<file path="src/rtl/muldiv_sequencer_if.sv">
// Request/response bundle between the execute stage and the iterative RV M-extension unit.
interface muldiv_sequencer_if #(parameter int XLEN = 64);
    logic            in_valid;
    logic            in_ready;
    logic [2:0]      funct3;
    logic [XLEN-1:0] op_a;
    logic [XLEN-1:0] op_b;
    logic            kill;
    logic            out_valid;
    logic            out_ready;
    logic [XLEN-1:0] result;
    logic            busy;

    modport master (output in_valid, funct3, op_a, op_b, kill, out_ready,
                    input  in_ready, out_valid, result, busy);
    modport slave  (input  in_valid, funct3, op_a, op_b, kill, out_ready,
                    output in_ready, out_valid, result, busy);
endinterface

</file>
<file path="src/rtl/muldiv_sequencer.sv">
// Iterative radix-2 MUL/MULH/MULHSU/MULHU/DIV/DIVU/REM/REMU unit, one step per clock.
// Define MULDIV_EARLY_OUT_EN to finish divide-by-zero, signed overflow and zero-operand multiplies in one iteration.
module muldiv_sequencer #(
    parameter int XLEN = 64
) (
    input  logic              clk,
    input  logic              reset,
    muldiv_sequencer_if.slave bus
);
    localparam int CNT_W = $clog2(XLEN) + 1;
    localparam logic [XLEN-1:0] MOST_NEG = {1'b1, {(XLEN-1){1'b0}}};

    typedef enum logic [1:0] {IDLE, RUN, DONE} state_t;

    state_t            state_q, state_d;
    logic [2:0]        funct3_q, funct3_d;
    logic [XLEN-1:0]   a_q, a_d;
    logic [XLEN-1:0]   b_q, b_d;
    logic              sign_a_q, sign_a_d;
    logic              sign_b_q, sign_b_d;
    logic              div_zero_q, div_zero_d;
    logic              ovf_q, ovf_d;
    logic              mul_zero_q, mul_zero_d;
    logic              early_q, early_d;
    logic [CNT_W-1:0]  cnt_q, cnt_d;
    logic [2*XLEN-1:0] acc_q, acc_d;
    logic [XLEN-1:0]   result_q, result_d;
    logic              out_valid_q, out_valid_d;
    logic              in_ready_q, in_ready_d;
    logic              busy_q, busy_d;

    logic              signed_a_in, signed_b_in;
    logic              neg_a_in, neg_b_in;
    logic [XLEN-1:0]   mag_a_in, mag_b_in;
    logic              div_zero_in, ovf_in, mul_zero_in;
    logic [XLEN:0]     mul_sum;
    logic [XLEN:0]     div_shift, div_diff;
    logic [2*XLEN-1:0] mul_next, div_next, step_next, prod_fix;
    logic [XLEN-1:0]   quo_fix, rem_fix, orig_a, final_val;
    logic              done_iter;

    // Operand capture: magnitudes plus sign flags, MULHSU keeps op_b unsigned
    always_comb begin
        signed_a_in = (bus.funct3 == 3'b000) || (bus.funct3 == 3'b001) || (bus.funct3 == 3'b010) ||
                      (bus.funct3 == 3'b100) || (bus.funct3 == 3'b110);
        signed_b_in = (bus.funct3 == 3'b000) || (bus.funct3 == 3'b001) ||
                      (bus.funct3 == 3'b100) || (bus.funct3 == 3'b110);
        neg_a_in    = signed_a_in && bus.op_a[XLEN-1];
        neg_b_in    = signed_b_in && bus.op_b[XLEN-1];
        mag_a_in    = neg_a_in ? -bus.op_a : bus.op_a;
        mag_b_in    = neg_b_in ? -bus.op_b : bus.op_b;
        div_zero_in = bus.funct3[2] && (bus.op_b == '0);
        ovf_in      = ((bus.funct3 == 3'b100) || (bus.funct3 == 3'b110)) &&
                      (bus.op_a == MOST_NEG) && (bus.op_b == '1);
        mul_zero_in = !bus.funct3[2] && ((bus.op_a == '0) || (bus.op_b == '0));
    end

    // One iteration: multiply shifts right and adds, divide shifts left and restores
    always_comb begin
        mul_sum   = {1'b0, acc_q[2*XLEN-1:XLEN]} + (acc_q[0] ? {1'b0, a_q} : '0);
        mul_next  = {mul_sum, acc_q[XLEN-1:1]};
        div_shift = {acc_q[2*XLEN-1:XLEN], acc_q[XLEN-1]};
        div_diff  = div_shift - {1'b0, b_q};
        div_next  = div_diff[XLEN] ? {div_shift[XLEN-1:0], acc_q[XLEN-2:0], 1'b0}
                                   : {div_diff[XLEN-1:0],  acc_q[XLEN-2:0], 1'b1};
        step_next = funct3_q[2] ? div_next : mul_next;
        done_iter = (cnt_q == CNT_W'(XLEN - 1)) || early_q;
    end

    always_comb begin
        prod_fix  = (sign_a_q ^ sign_b_q) ? -step_next : step_next;
        quo_fix   = (sign_a_q ^ sign_b_q) ? -step_next[XLEN-1:0] : step_next[XLEN-1:0];
        rem_fix   = sign_a_q ? -step_next[2*XLEN-1:XLEN] : step_next[2*XLEN-1:XLEN];
        orig_a    = sign_a_q ? -a_q : a_q;
        final_val = '0;
        case (funct3_q)
            3'b000:                 final_val = prod_fix[XLEN-1:0];
            3'b001, 3'b010, 3'b011: final_val = prod_fix[2*XLEN-1:XLEN];
            3'b100, 3'b101:         final_val = quo_fix;
            default:                final_val = rem_fix;
        endcase
        if (mul_zero_q) begin
            final_val = '0;
        end else if (div_zero_q) begin
            final_val = funct3_q[1] ? orig_a : '1;
        end else if (ovf_q) begin
            final_val = funct3_q[1] ? '0 : MOST_NEG;
        end
    end

    // Sequencer: IDLE accepts, RUN iterates, DONE holds the result; kill wins over everything
    always_comb begin
        state_d     = state_q;
        funct3_d    = funct3_q;
        a_d         = a_q;
        b_d         = b_q;
        sign_a_d    = sign_a_q;
        sign_b_d    = sign_b_q;
        div_zero_d  = div_zero_q;
        ovf_d       = ovf_q;
        mul_zero_d  = mul_zero_q;
        early_d     = early_q;
        cnt_d       = cnt_q;
        acc_d       = acc_q;
        result_d    = result_q;
        out_valid_d = out_valid_q;
        in_ready_d  = in_ready_q;
        busy_d      = busy_q;
        case (state_q)
            IDLE: begin
                if (bus.in_valid && in_ready_q && !bus.kill) begin
                    state_d    = RUN;
                    funct3_d   = bus.funct3;
                    a_d        = mag_a_in;
                    b_d        = mag_b_in;
                    sign_a_d   = neg_a_in;
                    sign_b_d   = neg_b_in;
                    div_zero_d = div_zero_in;
                    ovf_d      = ovf_in;
                    mul_zero_d = mul_zero_in;
`ifdef MULDIV_EARLY_OUT_EN
                    early_d    = div_zero_in || ovf_in || mul_zero_in;
`else
                    early_d    = 1'b0;
`endif
                    cnt_d      = '0;
                    acc_d      = {{XLEN{1'b0}}, (bus.funct3[2] ? mag_a_in : mag_b_in)};
                    in_ready_d = 1'b0;
                    busy_d     = 1'b1;
                end
            end
            RUN: begin
                if (bus.kill) begin
                    state_d     = IDLE;
                    out_valid_d = 1'b0;
                    in_ready_d  = 1'b1;
                    busy_d      = 1'b0;
                end else begin
                    acc_d = step_next;
                    cnt_d = cnt_q + 1'b1;
                    if (done_iter) begin
                        state_d     = DONE;
                        result_d    = final_val;
                        out_valid_d = 1'b1;
                    end
                end
            end
            DONE: begin
                if (bus.kill || bus.out_ready) begin
                    state_d     = IDLE;
                    out_valid_d = 1'b0;
                    in_ready_d  = 1'b1;
                    busy_d      = 1'b0;
                end
            end
            default: begin
                state_d     = IDLE;
                out_valid_d = 1'b0;
                in_ready_d  = 1'b1;
                busy_d      = 1'b0;
            end
        endcase
    end

    always_ff @(posedge clk) begin
        if (reset) begin
            state_q     <= IDLE;
            funct3_q    <= '0;
            a_q         <= '0;
            b_q         <= '0;
            sign_a_q    <= 1'b0;
            sign_b_q    <= 1'b0;
            div_zero_q  <= 1'b0;
            ovf_q       <= 1'b0;
            mul_zero_q  <= 1'b0;
            early_q     <= 1'b0;
            cnt_q       <= '0;
            acc_q       <= '0;
            result_q    <= '0;
            out_valid_q <= 1'b0;
            in_ready_q  <= 1'b1;
            busy_q      <= 1'b0;
        end else begin
            state_q     <= state_d;
            funct3_q    <= funct3_d;
            a_q         <= a_d;
            b_q         <= b_d;
            sign_a_q    <= sign_a_d;
            sign_b_q    <= sign_b_d;
            div_zero_q  <= div_zero_d;
            ovf_q       <= ovf_d;
            mul_zero_q  <= mul_zero_d;
            early_q     <= early_d;
            cnt_q       <= cnt_d;
            acc_q       <= acc_d;
            result_q    <= result_d;
            out_valid_q <= out_valid_d;
            in_ready_q  <= in_ready_d;
            busy_q      <= busy_d;
        end
    end

    assign bus.in_ready  = in_ready_q;
    assign bus.out_valid = out_valid_q;
    assign bus.result    = result_q;
    assign bus.busy      = busy_q;
endmodule

</file>
<file path="src/flat_wrapper.sv">
// flat-port wrapper written by rule: the top's interface ports become plain ports
module muldiv_sequencer_flat 
#(
    parameter int XLEN = 64
)
  (clk, reset, bus_in_valid, bus_funct3, bus_op_a, bus_op_b, bus_kill, bus_out_ready, bus_in_ready, bus_out_valid, bus_result, bus_busy);
  muldiv_sequencer_if #(.XLEN(XLEN)) bus_i ();
  input  logic clk;
  input  logic reset;
  input wire logic [$bits(bus_i.in_valid)-1:0] bus_in_valid;
  input wire logic [$bits(bus_i.funct3)-1:0] bus_funct3;
  input wire logic [$bits(bus_i.op_a)-1:0] bus_op_a;
  input wire logic [$bits(bus_i.op_b)-1:0] bus_op_b;
  input wire logic [$bits(bus_i.kill)-1:0] bus_kill;
  input wire logic [$bits(bus_i.out_ready)-1:0] bus_out_ready;
  output wire logic [$bits(bus_i.in_ready)-1:0] bus_in_ready;
  output wire logic [$bits(bus_i.out_valid)-1:0] bus_out_valid;
  output wire logic [$bits(bus_i.result)-1:0] bus_result;
  output wire logic [$bits(bus_i.busy)-1:0] bus_busy;
  assign bus_i.in_valid = bus_in_valid;
  assign bus_i.funct3 = bus_funct3;
  assign bus_i.op_a = bus_op_a;
  assign bus_i.op_b = bus_op_b;
  assign bus_i.kill = bus_kill;
  assign bus_i.out_ready = bus_out_ready;
  assign bus_in_ready = bus_i.in_ready;
  assign bus_out_valid = bus_i.out_valid;
  assign bus_result = bus_i.result;
  assign bus_busy = bus_i.busy;
  muldiv_sequencer #(.XLEN(XLEN)) u_core (.clk(clk), .reset(reset), .bus(bus_i));
endmodule
</file>
<file path="config.mk">
export PLATFORM = sky130hd
export DESIGN_NAME = muldiv_sequencer_flat
export DESIGN_NICKNAME = d
export VERILOG_FILES = /design/src/rtl/muldiv_sequencer_if.sv /design/src/rtl/muldiv_sequencer.sv /design/src/flat_wrapper.sv
export SDC_FILE = /design/constraint.sdc
export NUM_CORES = 2
export LEC_CHECK = 0
export CORE_MARGIN = 2
export CORE_UTILIZATION = 55
export DETAILED_ROUTE_END_ITERATION = 12
export PLACE_DENSITY = 0.75
export SETUP_SLACK_MARGIN = 0.4
export SLEW_MARGIN = 20
export SYNTH_ARGS = -nofsm -noshare
export SYNTH_HDL_FRONTEND = slang
export SYNTH_SLANG_ARGS = --single-unit
</file>
<file path="constraint.sdc">
create_clock -name clk -period 7 [get_ports clk]
set_clock_uncertainty 0.15 [all_clocks]
set_input_delay 1.4 -clock clk [delete_from_list [all_inputs] [get_ports clk]]
set_output_delay 1.4 -clock clk [all_outputs]
set_load 0.01 [all_outputs]
</file>
* Yosys cells after proc, flatten, opt, wreduce, memory -nomap -nowiden
Cells that the tools add are included.
Cells by class: add/subtract/negate cells 9, eq/ne operators 19, mux-type cells 38, bitwise operators 3, reductions and logical operators 33
Operators by type and width (count):
- 64-bit 2-to-1 mux | 12
- 128-bit 2-to-1 mux | 5
- 64-bit negation | 5
- 128-bit one-hot mux with 2 select lines | 1
- 64-bit one-hot mux with 3 select lines | 1
- 64-bit == test, second input constant | 2
- 64-bit zero test | 2
- 128-bit negation | 1
- 64-bit by 65-bit adder with 65-bit output | 1
- 65-bit by 64-bit subtractor with 65-bit output | 1
- 3-bit AND reduction | 5
- 7-bit 2-to-1 mux | 2
- 7-bit one-hot mux with 2 select lines | 1
- 3-bit == test, second input constant | 4
- 3-bit by 2-bit == test with 1-bit output, second input constant | 3
- 1-bit logical OR | 9
- 1-bit one-hot mux with 3 select lines | 3
- 1-bit logical AND | 8
- 1-bit 2-to-1 mux | 8
- 2-bit 2-to-1 mux | 4
- 7-bit by 1-bit adder with 7-bit output, second input constant | 1
- 7-bit by 6-bit == test with 1-bit output, second input constant | 1
- 3-bit by 1-bit == test with 1-bit output, second input constant | 2
- 3-bit zero test | 2
- other kinds (14) | 18
Word-level totals: bits in registers 340, input bits 136, output and inout bits 67

* Logic depth before layout (Yosys ltp)
word-level depth 10, depth in mapped cells 28

* Worst setup path after synthesis
Ideal clock, no wire load.
kind register -> register, from register u_core.acc_q[63], to register u_core.result_q[58], in the netlist u_core.bus.result[58], library setup time 0.132 ns, arrival 5.869 ns, required time 6.718 ns, setup slack 0.848 ns, cell stages (with the launch flop) 29, period minus slack after synthesis 6.152 ns, path through dfxtp_1 -> inv_1 -> ha_1 -> fa_1 -> nand2b_1 -> a21oi_1 -> o21a_1 -> o211ai_1 -> a21bo_2 -> and3_1 -> clkbuf_1 -> o21ai_2 -> a21boi_0 -> ha_1 -> o2111ai_1 -> or3_1 -> nor3_1 -> and2_1 -> and2_0 -> clkbuf_1 -> nand3_1 -> nor2_1 -> a21oi_1 -> a21o_1 -> o41a_1 -> o211ai_1 -> a41oi_1 -> o21ai_0 -> a21oi_1
On the way: word-level cells in the longest chain between the ends 9, elaborated cells between the ends (all ways) 13, classes of those cells 4 x add/sub; 9 x mux
Ends and longest elaborated chain:
- from (decl) | RTL line muldiv_sequencer.sv:26 | logic [2*XLEN-1:0] acc_q, acc_d;
- from (signal assigned) | RTL line muldiv_sequencer.sv:178 | acc_q <= '0;
- from (signal assigned) | RTL line muldiv_sequencer.sv:195 | acc_q <= acc_d;
- 65-bit by 64-bit subtractor with 65-bit output | RTL line muldiv_sequencer.sv:63 | div_diff = div_shift - {1'b0, b_q};
- 128-bit 2-to-1 mux | RTL line muldiv_sequencer.sv:64 | div_next = div_diff[XLEN] ? {div_shift[XLEN-1:0], acc_q[XLEN-2:0], 1'b0}
- 128-bit 2-to-1 mux * | RTL line muldiv_sequencer.sv:66 | step_next = funct3_q[2] ? div_next : mul_next;
- 128-bit negation, or another cell as far along | RTL line muldiv_sequencer.sv:71 | prod_fix = (sign_a_q ^ sign_b_q) ? -step_next : step_next;
- 128-bit 2-to-1 mux, or another cell as far along | RTL line muldiv_sequencer.sv:71
- 64-bit one-hot mux with 3 select lines * | RTL line muldiv_sequencer.sv:76 | case (funct3_q)
- 64-bit 2-to-1 mux * | RTL line muldiv_sequencer.sv:86 | end else if (ovf_q) begin
- 64-bit 2-to-1 mux * | RTL line muldiv_sequencer.sv:84 | end else if (div_zero_q) begin
- 64-bit 2-to-1 mux * | RTL line muldiv_sequencer.sv:82 | if (mul_zero_q) begin
- to (signal assigned) | RTL line muldiv_sequencer.sv:196 | result_q <= result_d;
- to (decl) | RTL line muldiv_sequencer.sv:27 | logic [XLEN-1:0] result_q, result_d;
Mark *: on every way between the ends. The rest lies on a longest branch, timed or not. A chain may end at the register's enable or synchronous reset.

* Final worst setup path
from register u_core.acc_q[63], to register u_core.result_q[46], in the netlist u_core.bus.result[46]
Same word-level chain as after synthesis.

==> key figures <==
Run status
  – Status: finished clean

STA
  – Setup Viol. Count Final: 0
  – Actual slew at the worst max-slew pin: between 1000 and 1500 ps
  – Final slew viol count: 0
  – RSZ-0062 raised after global routing: true
  – Final Hold Fails: 0
  – Highest clock rate: 152 MHz
  – Max_slew headroom: 0.175
  – Period utilization: 0.941
  – Worst Hold Slack: 296 ps
  – Final min period: 6590 ps
  – Setup tns final: 0 ps

Hold path
  – Cells on Worst Hold Path: 2
  – Hold WC Path Type: reg2reg
  – Hold path startpoint: u_core.bus.result[8]

Synthesis
  – Synth top area cells: dfxtp_1, a21oi_1, nor2_1, xnor2_1, ha_1
  – Top-area cell type share of the netlist area: 0.198
  – Syn_nets: 5072
  – Multiplexer share of the synthesized area: 0.0322
  – Ys async rst share: 0
  – Synth Area in Adders: 0.0503
  – #FFs+latches synth: between 300 and 400
  – Post-Syn Instances: 4799
  – Ys flop type: dfxtp_1
  – Synth Area in Simple Gates: 0.246
  – Synth warn: 0
  – Number of synthesized flops with an enable pin: 0
  – Top post-synthesis cells by count: nor2_1, a21oi_1, nand2_1
  – Register area share after synthesis: 0.198
  – Compound-cell area share of the yosys netlist: 0.315
  – XOR/XNOR share of the synthesized area: 0.105
  – Post-synth top area cell: dfxtp_1
  – Largest family of logic cells by synthesized area: compound AO/OA/AOI/OAI gates
  – Most numerous cell in the Yosys netlist: nor2_1
  – Post-Syn Area: about 0.034 mm²
  – Synth unique cells: 108
  – Mean Syn Cell Area: 7.17 µm²

Floorplanning
  – Starting Density: 0.557
  – Die Area: ~0.065 mm²
  – Top Ports: 203
  – Rows: 91
  – Chip Height: 254 µm
  – Die Span X: 254 µm
  – Core area: between 0.06 and 0.07 mm²

Route
  – Vias: 41900
  – Total Routed Length: between 150000 and 200000 µm
  – DRC: 0
  – Initial DRC Count: 7291
  – DR pass1 iterations: 10
  – Final ANT Viol Nets: 0
  – Via-per-instance ratio: 7.26
  – Routed len/inst: 30.7 µm

CTS
  – Total CTS buffers: 42
  – Number of gates resized after cts: 0
  – Worst-Skew Late Latency: around 600 ps
  – Clk slew on worst S/H paths: 70 ps
  – Max Root-Sink Buffers: 3
  – CTS Hold Buffers Added: 0
  – H-tree Lvls: 2
  – CTS tree: built
  – Clock root buffer: clkbuf_16
  – Setup bufs post-CTS: 0
  – Clock sinks: 340

Global routing
  – First-pass GRT wire length: 254000 µm
  – Overall routing resource usage: 0.532
  – Largest net degree at the start of global routing: 130
  – Vias in the first global route: between 30000 and 40000
  – Initial antenna violation count: 8
  – Remaining Overflow, GRT: 0

Power and ir drop
  – Total power: 6860 µW
  – Max IR drop VDD: roughly 0.18 mV
  – Leakage power: 0.0147 µW
  – PwrDens: around 180 mW/mm²

Job
  – Max Cap Viol: 0

Place
  – PortBufs: 202
  – Hpwl dp: 137000 µm
  – GPL Wtd Cong: 1.14

Final layout
  – FILL cells: 5675
  – Synth-to-layout area growth: 13.9%
  – Share of post-route cells with drive strength above 1: 0.0851
  – Register Area: approximately 0.0068 mm²
  – Nets@finish: 5177
  – Final core area utilization: 0.635
  – Area of the multi-input gates: 0.0259 mm²

Worst setup path
  – Max FO, Critical Path: 15
  – Critical path launch point: u_core.acc_q[63]
  – CP Launch Type: register
  – Crit end category: register
  – Worst-path cell chain: inv_1, ha_1, fa_1, nand2b_1, a21oi_2, o21a_1, o211ai_1, a21boi_2, or3_4, nand2_4, a21oi_1, o21a_1, ha_1, nand3_1, nor4_1, buf_4, nand4_1, o31ai_1, xor2_1, a221o_1, a21oi_1
  – Slowest stage delay, CP: 450 ps
  – Crit Path Class: reg2reg
  – CP arrival: 6890 ps
  – Reg2reg path depth: 21
  – CP max stage cell: ha_1
  – Crit path required time: 7310 ps
  – Reg-to-reg startpoint: u_core.acc_q[63]
[flip-flops by register name, summed over array words and instances (netlist names)]
name,count
u_core.sign_a_q,1
u_core.cnt_q,7
u_core.ovf_q,1
u_core.bus.out_valid,1
u_core.mul_zero_q,1
u_core.bus.in_ready,1
u_core.a_q,64
u_core.b_q,64
u_core.acc_q,128
u_core.sign_b_q,1
u_core.div_zero_q,1
u_core.funct3_q,3
u_core.bus.busy,1
u_core.state_q,2
u_core.bus.result,64
[metal layers]
layer / global-route usage / part of all wire / up-vias
met3: 0.242 / 0.17 / 707
met5: 0.0170 / 0.0013 / -
met4: 0.308 / 0.073 / 14
met1: 0.664 / 0.36 / 19700
li1: - / - / 18100
met2: 0.747 / 0.39 / 3426
[area by class of cell]
class,instances,area share
Clock buffer,63,0.0335
Inverter,127,0.0122
Antenna cell,2,0.000128
Timing Repair Buffer,387,0.0890
Multi-Input combinational cell,4006,0.662
Clock inverter,12,0.00268
Sequential cell,340,0.174
Tap cell,837,0.0267
[where the power goes]
group	internal [µW]	total (µW)	switching, µW	leakage (µW)
registers	2020	2130	114	0.00277
clock network	1330	2320	986	0.000700
logic	789	2410	1620	0.0112
total	4140	6860	2720	0.0147
[metrics by stage]
| stage | cell area [µm²] | setup slack, ps | cells |
|---|---|---|---|
| global route | 39200 | 355 | 5772 |
| detailed placement | 37700 | 548 | 5696 |
| finish | 39200 | 413 | 5774 |
| CTS | 39100 | 496 | 5771 |
| floorplan | 34400 | 848 | 4799 |
| global placement | 37700 | 599 | 5696 |
[logic make-up after synthesis]
family	count (synthesis)
AO/OA/AOI/OAI	1616
XOR/XNOR	413
adder cells (fa/ha/maj)	137
buffers and inverters	453
flip-flops	340
multiplexers	107
AND/OR/NAND/NOR	1733
[cells in the final DEF (no fill, tap or decap), types with 104 or more instances in the layout]
master	count
nor2_1	525
a21oi_1	446
nand2_1	434
dfxtp_1	336
o21ai_0	265
xnor2_1	223
clkdlybuf4s50_1	200
xor2_1	188
buf_4	179
ha_1	135
a211oi_1	127
inv_1	126
nor3_1	119
nand4_1	108
nand3_1	104
[critical path: cells and delay by family (launching register included)]
kind / cells / cell delay, ps
compound gates: 9 / 2290
simple gates: 6 / 1790
fa+ha+maj: 3 / 1100
xor+xnor: 1 / 420
flops: 1 / 390
buf+inv: 2 / 290
[worst paths after layout]
| path | end | slack, ps |
|---|---|---|
| setup / recovery | u_core.bus.result[46] | 410 |
| hold / removal | u_core.bus.result[8] | 300 |
| setup reg to reg | u_core.bus.result[46] | 410 |
| hold reg to reg | u_core.bus.result[8] | 300 |
(Power assumes the default switching activity.)
